### src/rtl/sdiv_pkg.sv
// Shared types and helpers for the sdiv response path.
package sdiv_pkg;

  localparam int SDIV_DEF_W = 32;

  // Default-width response word. Modules with non-default widths declare a local equivalent.
  typedef struct packed {
    logic signed [SDIV_DEF_W-1:0] q;
    logic signed [SDIV_DEF_W-1:0] r;
  } sdiv_rsp_t;

  function automatic int cnt_w(input int depth);
    return $clog2(depth) + 1;
  endfunction

endpackage

### src/rtl/sdiv_rsp_buf_if.sv
// Valid/ready stream carrying one signed quotient/remainder pair per beat.
interface sdiv_rsp_buf_if
  import sdiv_pkg::*;
#(
  parameter int M = SDIV_DEF_W,
  parameter int N = SDIV_DEF_W
);
  logic                valid;
  logic                ready;
  logic signed [M-1:0] q;
  logic signed [N-1:0] r;

  modport master (output valid, q, r, input ready);
  modport slave  (input valid, q, r, output ready);
endinterface

### src/rtl/sdiv_fifo.sv
// Register-array synchronous FIFO; full/empty come from the occupancy count.
module sdiv_fifo
  import sdiv_pkg::*;
#(
  parameter int W     = 64,
  parameter int DEPTH = 4
) (
  input  logic                      clk,
  input  logic                      rst_n,
  input  logic                      push,
  input  logic [W-1:0]              wdata,
  input  logic                      pop,
  output logic [W-1:0]              rdata,
  output logic [cnt_w(DEPTH)-1:0]   count,
  output logic                      full,
  output logic                      empty
);
  localparam int CW = cnt_w(DEPTH);
  localparam int AW = $clog2(DEPTH);

  logic [W-1:0]  mem [DEPTH];
  logic [AW-1:0] wr_ptr, rd_ptr;
  logic          push_e, pop_e;

  assign empty  = (count == '0);
  assign full   = (count == CW'(DEPTH));
  assign pop_e  = pop & ~empty;
  // A pop frees the slot in the same cycle, so a push at full is still taken then.
  assign push_e = push & (~full | pop_e);
  assign rdata  = mem[rd_ptr];

  always_ff @(posedge clk) begin
    if (!rst_n) begin
      wr_ptr <= '0;
      rd_ptr <= '0;
      count  <= '0;
    end else begin
      if (push_e) wr_ptr <= wr_ptr + AW'(1);
      if (pop_e)  rd_ptr <= rd_ptr + AW'(1);
      count <= count + CW'(push_e) - CW'(pop_e);
    end
  end

  always_ff @(posedge clk) begin
    if (push_e) mem[wr_ptr] <= wdata;
  end

endmodule

### src/rtl/sdiv_rsp_buf.sv
// Response buffer for the no-backpressure signed divider: credit accounting, FIFO, sticky error.
// Optional SDIV_RSP_BUF_STATS_EN adds pop and stall counters.
module sdiv_rsp_buf
  import sdiv_pkg::*;
#(
  parameter int M     = SDIV_DEF_W,
  parameter int N     = SDIV_DEF_W,
  parameter int DEPTH = 4
) (
  input  logic                     clk,
  input  logic                     rst_n,
  input  logic                     issue,
  output logic                     credit_ok,
  input  logic                     div_vld,
  input  logic signed [M-1:0]      div_q,
  input  logic signed [N-1:0]      div_r,
  sdiv_rsp_buf_if.master           out,
  output logic [cnt_w(DEPTH)-1:0]  count,
  output logic                     err
`ifdef SDIV_RSP_BUF_STATS_EN
  ,
  output logic [31:0]              stat_results,
  output logic [31:0]              stat_stalls
`endif
);
  localparam int CW = cnt_w(DEPTH);

  typedef struct packed {
    logic signed [M-1:0] q;
    logic signed [N-1:0] r;
  } rsp_t;

  rsp_t          wr_word, rd_word;
  logic [CW-1:0] inflight;
  logic [CW:0]   occupancy;
  logic          full, empty;
  logic          iss_ok, accept, stale, drop, pop;

  assign occupancy = {1'b0, count} + {1'b0, inflight};
  assign credit_ok = occupancy < (CW+1)'(DEPTH);
  assign iss_ok    = issue & credit_ok;
  assign accept    = div_vld & (inflight != '0);
  assign stale     = div_vld & (inflight == '0);
  assign pop       = out.valid & out.ready;
  assign drop      = accept & full & ~pop;
  assign wr_word   = '{q: div_q, r: div_r};

  sdiv_fifo #(.W($bits(rsp_t)), .DEPTH(DEPTH)) u_fifo (
    .clk   (clk),
    .rst_n (rst_n),
    .push  (accept),
    .wdata (wr_word),
    .pop   (out.ready),
    .rdata (rd_word),
    .count (count),
    .full  (full),
    .empty (empty)
  );

  assign out.valid = ~empty;
  assign out.q     = rd_word.q;
  assign out.r     = rd_word.r;

  // Results owed by the divider; an accepted result retires one even if it is dropped.
  always_ff @(posedge clk) begin
    if (!rst_n) begin
      inflight <= '0;
      err      <= 1'b0;
    end else begin
      unique case ({iss_ok, accept})
        2'b10:   inflight <= inflight + CW'(1);
        2'b01:   inflight <= inflight - CW'(1);
        default: ;
      endcase
      if ((issue & ~credit_ok) | stale | drop) err <= 1'b1;
    end
  end

`ifdef SDIV_RSP_BUF_STATS_EN
  always_ff @(posedge clk) begin
    if (!rst_n) begin
      stat_results <= '0;
      stat_stalls  <= '0;
    end else begin
      if (pop)                    stat_results <= stat_results + 32'd1;
      if (out.valid & ~out.ready) stat_stalls  <= stat_stalls + 32'd1;
    end
  end
`endif

endmodule

### src/flat_wrapper.sv
// flat-port wrapper written by rule: the top's interface ports become plain ports
module sdiv_rsp_buf_flat import sdiv_pkg::*;
#(
  parameter int M     = SDIV_DEF_W,
  parameter int N     = SDIV_DEF_W,
  parameter int DEPTH = 4
)
  (clk, rst_n, issue, credit_ok, div_vld, div_q, div_r, count, err, out_valid, out_q, out_r, out_ready);
  sdiv_rsp_buf_if #(.M(M), .N(N)) out_i ();
  input  logic clk;
  input  logic rst_n;
  input  logic issue;
  output logic credit_ok;
  input  logic div_vld;
  input  logic signed [M-1:0] div_q;
  input  logic signed [N-1:0] div_r;
  output logic [cnt_w(DEPTH)-1:0] count;
  output logic err;
  output wire logic [$bits(out_i.valid)-1:0] out_valid;
  output wire logic [$bits(out_i.q)-1:0] out_q;
  output wire logic [$bits(out_i.r)-1:0] out_r;
  input wire logic [$bits(out_i.ready)-1:0] out_ready;
  assign out_valid = out_i.valid;
  assign out_q = out_i.q;
  assign out_r = out_i.r;
  assign out_i.ready = out_ready;
  sdiv_rsp_buf #(.M(M), .N(N), .DEPTH(DEPTH)) u_core (.clk(clk), .rst_n(rst_n), .issue(issue), .credit_ok(credit_ok), .div_vld(div_vld), .div_q(div_q), .div_r(div_r), .out(out_i), .count(count), .err(err));
endmodule
### config.mk
export PLATFORM = sky130hd
export DESIGN_NAME = sdiv_rsp_buf_flat
export DESIGN_NICKNAME = d
export VERILOG_FILES = /design/src/rtl/sdiv_pkg.sv /design/src/rtl/sdiv_rsp_buf_if.sv /design/src/rtl/sdiv_fifo.sv /design/src/rtl/sdiv_rsp_buf.sv /design/src/flat_wrapper.sv
export SDC_FILE = /design/constraint.sdc
export NUM_CORES = 1
export LEC_CHECK = 0
export BUFFER_PORTS_ARGS = -buffer_cell sky130_fd_sc_hd__buf_4
export CORE_AREA = 2 2 145 147
export CTS_BUF_LIST = sky130_fd_sc_hd__clkbuf_4 sky130_fd_sc_hd__clkbuf_8
export CTS_CLUSTER_DIAMETER = 150
export DETAILED_ROUTE_END_ITERATION = 10
export DIE_AREA = 0 0 147 149
export PLACE_DENSITY = 0.74
export SLEW_MARGIN = 30
export SYNTH_ARGS = -nofsm -noshare
export SYNTH_HDL_FRONTEND = slang
export SYNTH_SLANG_ARGS = --single-unit
### constraint.sdc
create_clock -name clk -period 4.7 [get_ports clk]
set_input_delay 0.47 -clock clk [delete_from_list [all_inputs] [get_ports clk]]
set_output_delay 0.47 -clock clk [all_outputs]
set_load 0.01 [all_outputs]
# Word level (Yosys, flattened, before mapping)
# Memories as Yosys holds them, arrays and structs flattened. A register that Yosys moved wholly into a read port is not among the register bits.
# Cells that the tools add are included.
[totals]
reg_bits = 11
ram_bits = 256
inputBits = 69
output_inout_bits = 70
mem_count = 1
[mem_list]
columns = ["memory", "words", "word_bits", "rd", "rd_clocked_by_memory_dff", "write_ports", "line_no", "rtl"]
rows = [
  ["u_core.u_fifo.mem", 4, 64, 1, 1, 1, "sdiv_fifo.sv:21", "logic [W-1:0] mem [DEPTH];"],
]
[op_classes]
addsub = 7
n_lt_le_gt_ge = 1
eq_ne = 3
muxes = 5
n_bitwise = 15
n_reduce_logical = 4
[ops]
columns = ["op", "count"]
rows = [
  ["$and 1x1->1", 8],
  ["$logic_not 3->1", 2],
  ["$pmux 3 s2", 1],
  ["$add 2x1->2 const B", 2],
  ["$add 3x3->4", 1],
  ["$lt 4x3->1 const B", 1],
  ["$mux 2", 2],
  ["$not 1->1", 4],
  ["$add 3x1->3", 1],
  ["$add 3x1->3 const B", 1],
  ["$eq 3x3->1 const B", 1],
  ["$or 1x1->1", 3],
  ["$reduce_bool 3->1", 1],
  ["$sub 3x1->3", 1],
  ["$sub 3x1->3 const B", 1],
  ["$eq 2x1->1 const B", 1],
  ["$eq 2x2->1 const B", 1],
  ["$mux 1", 2],
  ["$reduce_bool 2->1", 1],
]

# Logic depth before layout (Yosys ltp)
# Gate-level depths: netlist of run 1.
[depth]
depth_word = 7
ltp_mapped = 11

# By module
# Synthesis of run 1 repeated with hierarchy kept, for this count alone.
[hier_totals]
cells_unflattened = 413
hier_area_um2 = 10040.9
[modules_own_cells]
columns = ["mod", "instances", "cells_each", "area_per_inst_um2"]
rows = [
  ["sdiv_fifo", 1, 381, 9775.6],
  ["sdiv_rsp_buf", 1, 32, 265.3],
]

# Worst setup path after synthesis of run 1
# Ideal clock, no wire load.
[synth_path]
path_kind = "register to register"
startpoint = "register u_core.u_fifo.count[1]"
endpoint = "memory u_core.u_fifo.mem[0][0], enable pin"
setup_ns = 0.429
t_arrival_ns = 2.536
required_time_ns = 4.271
setup_slack_ns = 1.735
path_stages_with_launch = 4
period_less_slack_ns = 2.965
path_cell_list = "dfxtp_1 nor4b_2 nor3b_2 and2_1"
[synth_between]
elab_chain_cells = 7
word_cells_on_any_way = 9
cone_classes = "1 x eq/ne; 2 x mux; 5 x bitwise; 1 x reduce/logical"
[synth_lines]
columns = ["item", "line_no", "rtl"]
rows = [
  ["start: declaration", "sdiv_fifo.sv:14", "output logic [cnt_w(DEPTH)-1:0] count,"],
  ["start signal: assignment", "sdiv_fifo.sv:40", "count <= count + CW'(push_e) - CW'(pop_e);"],
  ["$logic_not 3->1", "sdiv_fifo.sv:25", "assign empty = (count == '0);"],
  ["$not 1->1", "sdiv_fifo.sv:27", "assign pop_e = pop & ~empty;"],
  ["$and 1x1->1", "sdiv_fifo.sv:27", ""],
  ["$or 1x1->1 (*)", "sdiv_fifo.sv:29", "assign push_e = push & (~full | pop_e);"],
  ["$and 1x1->1 (*)", "sdiv_fifo.sv:29", ""],
  ["$mux 1 (*)", "sdiv_fifo.sv:45", "if (push_e) mem[wr_ptr] <= wdata;"],
  ["$mux 1 (not written as such) (*)", "sdiv_fifo.sv:45", ""],
  ["end: declaration", "sdiv_fifo.sv:21", ""],
]
# Every way passes the cells marked *; elsewhere a longest branch is shown, timed or not.

==> results of run 1 <==
-- worst paths after layout --
check | to | start | slack (ps)
worst max-delay path | out_r[15] | flop | 1710
worst min-delay path | u_core.u_fifo.mem[3][9] | div_r[9] | 140
worst max register to register | u_core.u_fifo.count[2] | u_core.u_fifo.count[1] | 2000
worst min register to register | u_core.err | u_core.err | 500
-- layout by cell type (no fill, tap or decap), types with 2 or more instances in the layout --
master	synthesis	layout
and2_4	0	4
or3_1	2	2
edfxtp_1	256	256
nand2_1	8	8
fa_1	2	2
o211ai_1	2	2
clkbuf_8	0	46
ha_1	9	9
xnor2_1	5	5
dfxtp_1	13	11
buf_4	0	140
clkinv_2	0	6
o21ai_0	2	2
inv_1	8	8
buf_12	6	5
clkbuf_4	0	9
mux2i_1	2	2
mux4_2	60	60
mux4_1	4	4
clkinv_1	0	11
bufinv_16	0	2
dfxtp_4	0	2
nor2b_1	4	4
and2_1	9	5
-- Yosys cell counts (2+ instances only) --
cell type	number
edfxtp_1	256
mux4_2	60
dfxtp_1	13
and2_1	9
ha_1	9
inv_1	8
nand2_1	8
buf_12	6
buf_2	6
xnor2_1	5
mux4_1	4
nor2b_1	4
fa_1	2
mux2i_1	2
o211ai_1	2
o21ai_0	2
or3_1	2
-- power by group through the flow --
stage / Combinational, W / Clock [W] / Sequential [W]
2_1_floorplan: 0.00110 / 0 / 0.00304
3_3_place_gp: 0.00160 / 0 / 0.00316
3_5_place_dp: 0.00165 / 0 / 0.00317
4_1_cts: 0.00166 / 0.00200 / 0.00312
5_1_grt: 0.00178 / 0.00210 / 0.00313
6_report: 0.00165 / 0.00193 / 0.00309
-- through the flow --
stage / worst slack [ps] / std cells / instance area (µm²) / hold WS (ps) / utilization [%]
global route: 1450 / 890 / 12200 / 109 / 59.5
floorplan: 1740 / 410 / 10100 / 468 / -
finish: 1710 / 890 / 12200 / 140 / 59.5
detailed placement: 2000 / 814 / 11400 / 482 / 55.3
global placement: 2120 / 810 / 11300 / 473 / 55.0
CTS: 1550 / 889 / 12200 / 106 / 59.4
-- final cells by class --
| type | instances | area, µm² | share of cell area [%] |
|---|---|---|---|
| Clock buffer | 55 | 701 | 5.73 |
| Clock inverter | 20 | 140 | 1.15 |
| Inverter | 8 | 30.0 | 0.245 |
| Multi-Input combinational cell | 118 | 1920 | 15.7 |
| Sequential cell | 269 | 7960 | 65.0 |
| Tap cell | 275 | 344 | 2.81 |
| Timing Repair Buffer | 145 | 1150 | 9.41 |
-- worst max-delay path: cells and delay by family (launching register included) --
kind	cells	cell delay [ps]
buf+inv	2	630
mux	1	580
flops	1	800
-- state kept, by name (all words and copies together), names as in the netlist, named ones only --
signal and count:
u_core.err 1, u_core.u_fifo.wr_ptr 2, u_core.u_fifo.mem 256, u_core.u_fifo.count 3
u_core.inflight 3, u_core.u_fifo.rd_ptr 2
-- kinds of logic (layout without fill, tap and decap cells) --
kind of cell / Yosys count / in the layout / synth area share [%]
compound gates: 7 / 7 / 0.498
xor+xnor: 6 / 6 / 0.523
fa+ha+maj: 11 / 11 / 1.52
buf+inv: 23 / 228 / 1.99
flops: 269 / 269 / 79.0
mux: 66 / 66 / 14.7
simple gates: 28 / 28 / 1.74
-- layer usage --
layer  share of wire (%)  routed length (µm)
met5                   0                   0
met4                 1.8                 328
met3                 7.5                1360
met2                  48                8700
met1                  42                7670
==> impl_metrics.json, run 1 <==
{
  "rr_worst_depth": 11,
  "ys_async_sr_fraction_pct": 0,
  "setup_violations": 0,
  "switching_share_pct": 26.2,
  "holdCritPathClass": "primary input to flop",
  "antenna_found_initial": 0,
  "synth-seq-cells": 269,
  "drive_gt1_share_pct": 45.2,
  "grt.busiest_layer": "met2",
  "synth_top_area_cell": "edfxtp_1",
  "synth_area_mm2": 0.0101,
  "coreArea_mm2": 0.0206,
  "drv_slew": 0,
  "post-cts-setup-buffers": 0,
  "startpoint_type": "flop",
  "synth_edf_count": 256,
  "pwr-share-comb_pct": 24.7,
  "totalWireLength_mm": 18.1,
  "rsz0062_at_grt": "no",
  "synth-main-ff-cell": "edfxtp_1",
  "die_x_um": 147,
  "root_buffer": "clkbuf_8",
  "cellLeakagePower_nw": 4.14,
  "synth_top_area_share_pct": 76.5,
  "synth_fp_nets": 490,
  "detail_route.wl_per_cell_um": 20.3,
  "numCtsBuffers": 42,
  "syn2layout_area_growth_pct": 21.7,
  "cp_cell_sequence": "buf_4 -> mux4_2 -> buf_4",
  "clkPwrFrac_pct": 29.0,
  "grt_pass1_wl_mm": 28.0,
  "critical_path.max_stage_delay_ps": 800,
  "cts_resized": 0,
  "path_max_fanout": 36,
  "use_met3_pct": 5.02,
  "finalPower_w": 0.00668,
  "ys_top_cells_by_area": "edfxtp_1, mux4_2, dfxtp_1",
  "worstPathRequired_ps": 4230,
  "grtUsageTotal_pct": 16.8,
  "use_met2_pct": 27.1,
  "cts.sink_count": 269,
  "cp.arrival_ps": 2520,
  "ir_worst_vdd_v": 0.000303,
  "worst_slew_pin_slew_ps": 723,
  "ys_types": 29,
  "seq_power_share_pct": 46.3,
  "cts_tree": "yes",
  "ant_nets": 0,
  "path_class": "flop to output pin",
  "grt_pass1_vias": 5062,
  "drc": 0,
  "maxCapViolCount": 0,
  "grt_start_max_net_pins": 65,
  "hpwlAfterDp_mm": 10.5,
  "switchingPower_w": 0.00175,
  "min_path_cells": 1,
  "ys_seq_area_share_pct": 79.0,
  "nets": 664,
  "crit_top_cell": "buf_4",
  "ctsHoldBuffers": 0,
  "p_int_w": 0.00493,
  "run_status": "finished clean",
  "max_slew_margin_pct": 51.8,
  "end_kind": "output pin",
  "io_buffers": 138,
  "die_h_um": 149,
  "gp_congestion": 0.764,
  "start_util_pct": 48.9,
  "fillers": 1489,
  "std_cell_rows": 53,
  "p_per_area_mw_per_mm2": 546,
  "num_antenna_cells": 0,
  "finalCritPeriodShare_pct": 63.7,
  "firstDrtPassIters": 4,
  "yosysWarnings": 0,
  "clk_pin_slew_worst_paths_ps": 60,
  "ioPinCount": 139,
  "synthCells": 410,
  "clkLatencyLatePin_ps": 520,
  "min_period_ps": 2990,
  "syn_avg_cell_area_um2": 24.5,
  "grtUsageMet1_pct": 22.7,
  "clockBufferDepth": 3,
  "tns_ps": 0,
  "vias": 4755,
  "htreeDepth": 2,
  "critPathSlowestCell": "dfxtp_4",
  "finClkSkew_ps": 18.7,
  "grt_overflow": 0,
  "clock.fmax_mhz": 334,
  "dieArea_mm2": 0.0219,
  "hold_viol_final": 0,
  "vias_per_cell": 5.34,
  "drt_iter0_drc": 296
}
Note: power is estimated with default switching activity, not from simulation.
==> run 2: changes to the inputs <==
==> constraint.sdc (replaced) <==
create_clock -name clk -period 3.05 [get_ports clk]
set_input_delay 0.305 -clock clk [delete_from_list [all_inputs] [get_ports clk]]
set_output_delay 0.305 -clock clk [all_outputs]
set_load 0.01 [all_outputs]
==> impl_metrics.json, run 2 (synthesis results as in run 1) <==
{
  "drc": 0,
  "clk_pin_slew_worst_paths_ps": 60,
  "p_per_area_mw_per_mm2": 802,
  "hold_ws_ps": 56.9,
  "syn2layout_area_growth_pct": 28.6,
  "ioPinCount": 139,
  "grt_pass1_vias": 5471,
  "die_h_um": 149,
  "switchingPower_w": 0.00272,
  "worstPathRequired_ps": 2740,
  "gp_congestion": 0.761,
  "cellLeakagePower_nw": 4.45,
  "maxCapViolCount": 0,
  "pwr-share-comb_pct": 26.2,
  "detail_route.wl_per_cell_um": 19.7,
  "largest_reg_flops": 256,
  "end_kind": "output pin",
  "cts.sink_count": 269,
  "worst_slack_ps": 460,
  "grtUsageTotal_pct": 17.8,
  "grtUsageMet1_pct": 23.4,
  "use_met2_pct": 29.6,
  "vias": 4935,
  "grt.busiest_layer": "met2",
  "htreeDepth": 2,
  "dp_slack_ps": 535,
  "startpoint_type": "flop",
  "p_int_w": 0.00766,
  "drt_iter0_drc": 362,
  "clkLatencyLatePin_ps": 520,
  "finalPower_w": 0.0104,
  "cts_resized": 0,
  "drive_gt1_share_pct": 42.3,
  "fin_area_mm2": 0.0129,
  "post-cts-setup-buffers": 0,
  "firstDrtPassIters": 4,
  "rsz0062_at_grt": "no",
  "totalWireLength_mm": 18.9,
  "worst_slew_pin_slew_ps": 503,
  "mostFrequentLayoutCell": "edfxtp_1",
  "vias_per_cell": 5.13,
  "grt_overflow": 0,
  "finClkSkew_ps": 21.3,
  "hpwlAfterDp_mm": 11.7,
  "max_slew_margin_pct": 66.4,
  "run_status": "finished clean",
  "clock.fmax_mhz": 386,
  "clkPwrFrac_pct": 28.2,
  "grt_start_max_net_pins": 36,
  "finalCritPeriodShare_pct": 84.9,
  "numCtsBuffers": 42,
  "fillers": 1434,
  "ant_nets": 0,
  "coreArea_mm2": 0.0206,
  "setup_violations": 0,
  "clockBufferDepth": 3,
  "holdCritPathClass": "primary input to flop",
  "grt_pass1_wl_mm": 29.5,
  "root_buffer": "clkbuf_8",
  "nets": 735,
  "layout_common_cells": "edfxtp_1, buf_4, dlygate4sd3_1, mux4_2, clkbuf_8",
  "hold_viol_final": 0,
  "top_regs": "u_core.u_fifo.mem x256, u_core.inflight x3, u_core.u_fifo.count x3",
  "regMostFlops": "u_core.u_fifo.mem",
  "cts_tree": "yes",
  "path_class": "flop to output pin",
  "start_util_pct": 48.9,
  "io_buffers": 138,
  "seq_power_share_pct": 45.6,
  "path_max_fanout": 23,
  "die_x_um": 147,
  "cp.arrival_ps": 2290,
  "std_cell_rows": 53,
  "antenna_found_initial": 1,
  "tns_ps": 0,
  "dieArea_mm2": 0.0219,
  "min_period_ps": 2590,
  "ctsHoldBuffers": 64,
  "placed_area_mm2": 0.0114,
  "switching_share_pct": 26.2,
  "ir_worst_vdd_v": 0.000467,
  "drv_slew": 0,
  "use_met3_pct": 4.92
}
==> run 2: changes by cell type in the layout (fill, tap and decap cells not counted), moves of 2 or more <==
| cell | previous run | this run |
|---|---|---|
| clkinv_2 | 6 | 4 |
| clkbuf_8 | 46 | 49 |
| clkinv_1 | 11 | 6 |
| dlygate4sd3_1 | 0 | 64 |
| clkbuf_4 | 9 | 16 |
| bufinv_16 | 2 | 0 |
| buf_4 | 140 | 147 |
==> run 2: final cells by class <==
type / instances / area (µm²) / share of cell area (%)
flip-flops and latches: 269 / 7960 / 61.5
multi-input cells: 118 / 1920 / 14.8
repair buffers: 216 / 1840 / 14.3
clock buffers: 65 / 795 / 6.14
well taps: 275 / 344 / 2.66
clock inverters: 10 / 42.5 / 0.329
inverters: 8 / 30.0 / 0.232
diodes: 1 / 2.50 / 0.0194
==> run 2: worst max-delay path: stages, from the launching register on <==
cell and delay (ps):
dfxtp_4 650, buf_4 310, mux4_1 620, buf_4 170
==> run 2: per-layer routing <==
layer / vias to the layer above / wire length (µm)
met3: 26 / 1190
li1: 2220 / -
met5: - / 0
met2: 173 / 9400
met1: 2516 / 7990
met4: 0 / 339
==> run 2: through the flow <==
step / instances / util [%]
2_1_floorplan: 410 / -
3_3_place_gp: 822 / 55.7
3_5_place_dp: 822 / 55.7
4_1_cts: 961 / 62.9
5_1_grt: 962 / 62.9
6_report: 962 / 62.9
==> run 2: path summary, 6_finish.rpt <==
kind | startpoint | endpoint | slack, ps | cells after the start
setup / recovery | flop | out_r[0] | 460 | 3
hold / removal | issue | u_core.err | 60 | 3
setup reg to reg | u_core.u_fifo.count[1] | u_core.inflight[2] | 480 | 10
hold reg to reg | u_core.err | u_core.err | 480 | 2
==> run 2: power groups by stage <==
stage | logic, W | registers, W | clock network (W)
2_1_floorplan | 0.00170 | 0.00469 | 0
3_3_place_gp | 0.00264 | 0.00478 | 0
3_5_place_dp | 0.00270 | 0.00482 | 0
4_1_cts | 0.00277 | 0.00474 | 0.00300
5_1_grt | 0.00292 | 0.00478 | 0.00317
6_report | 0.00271 | 0.00473 | 0.00293
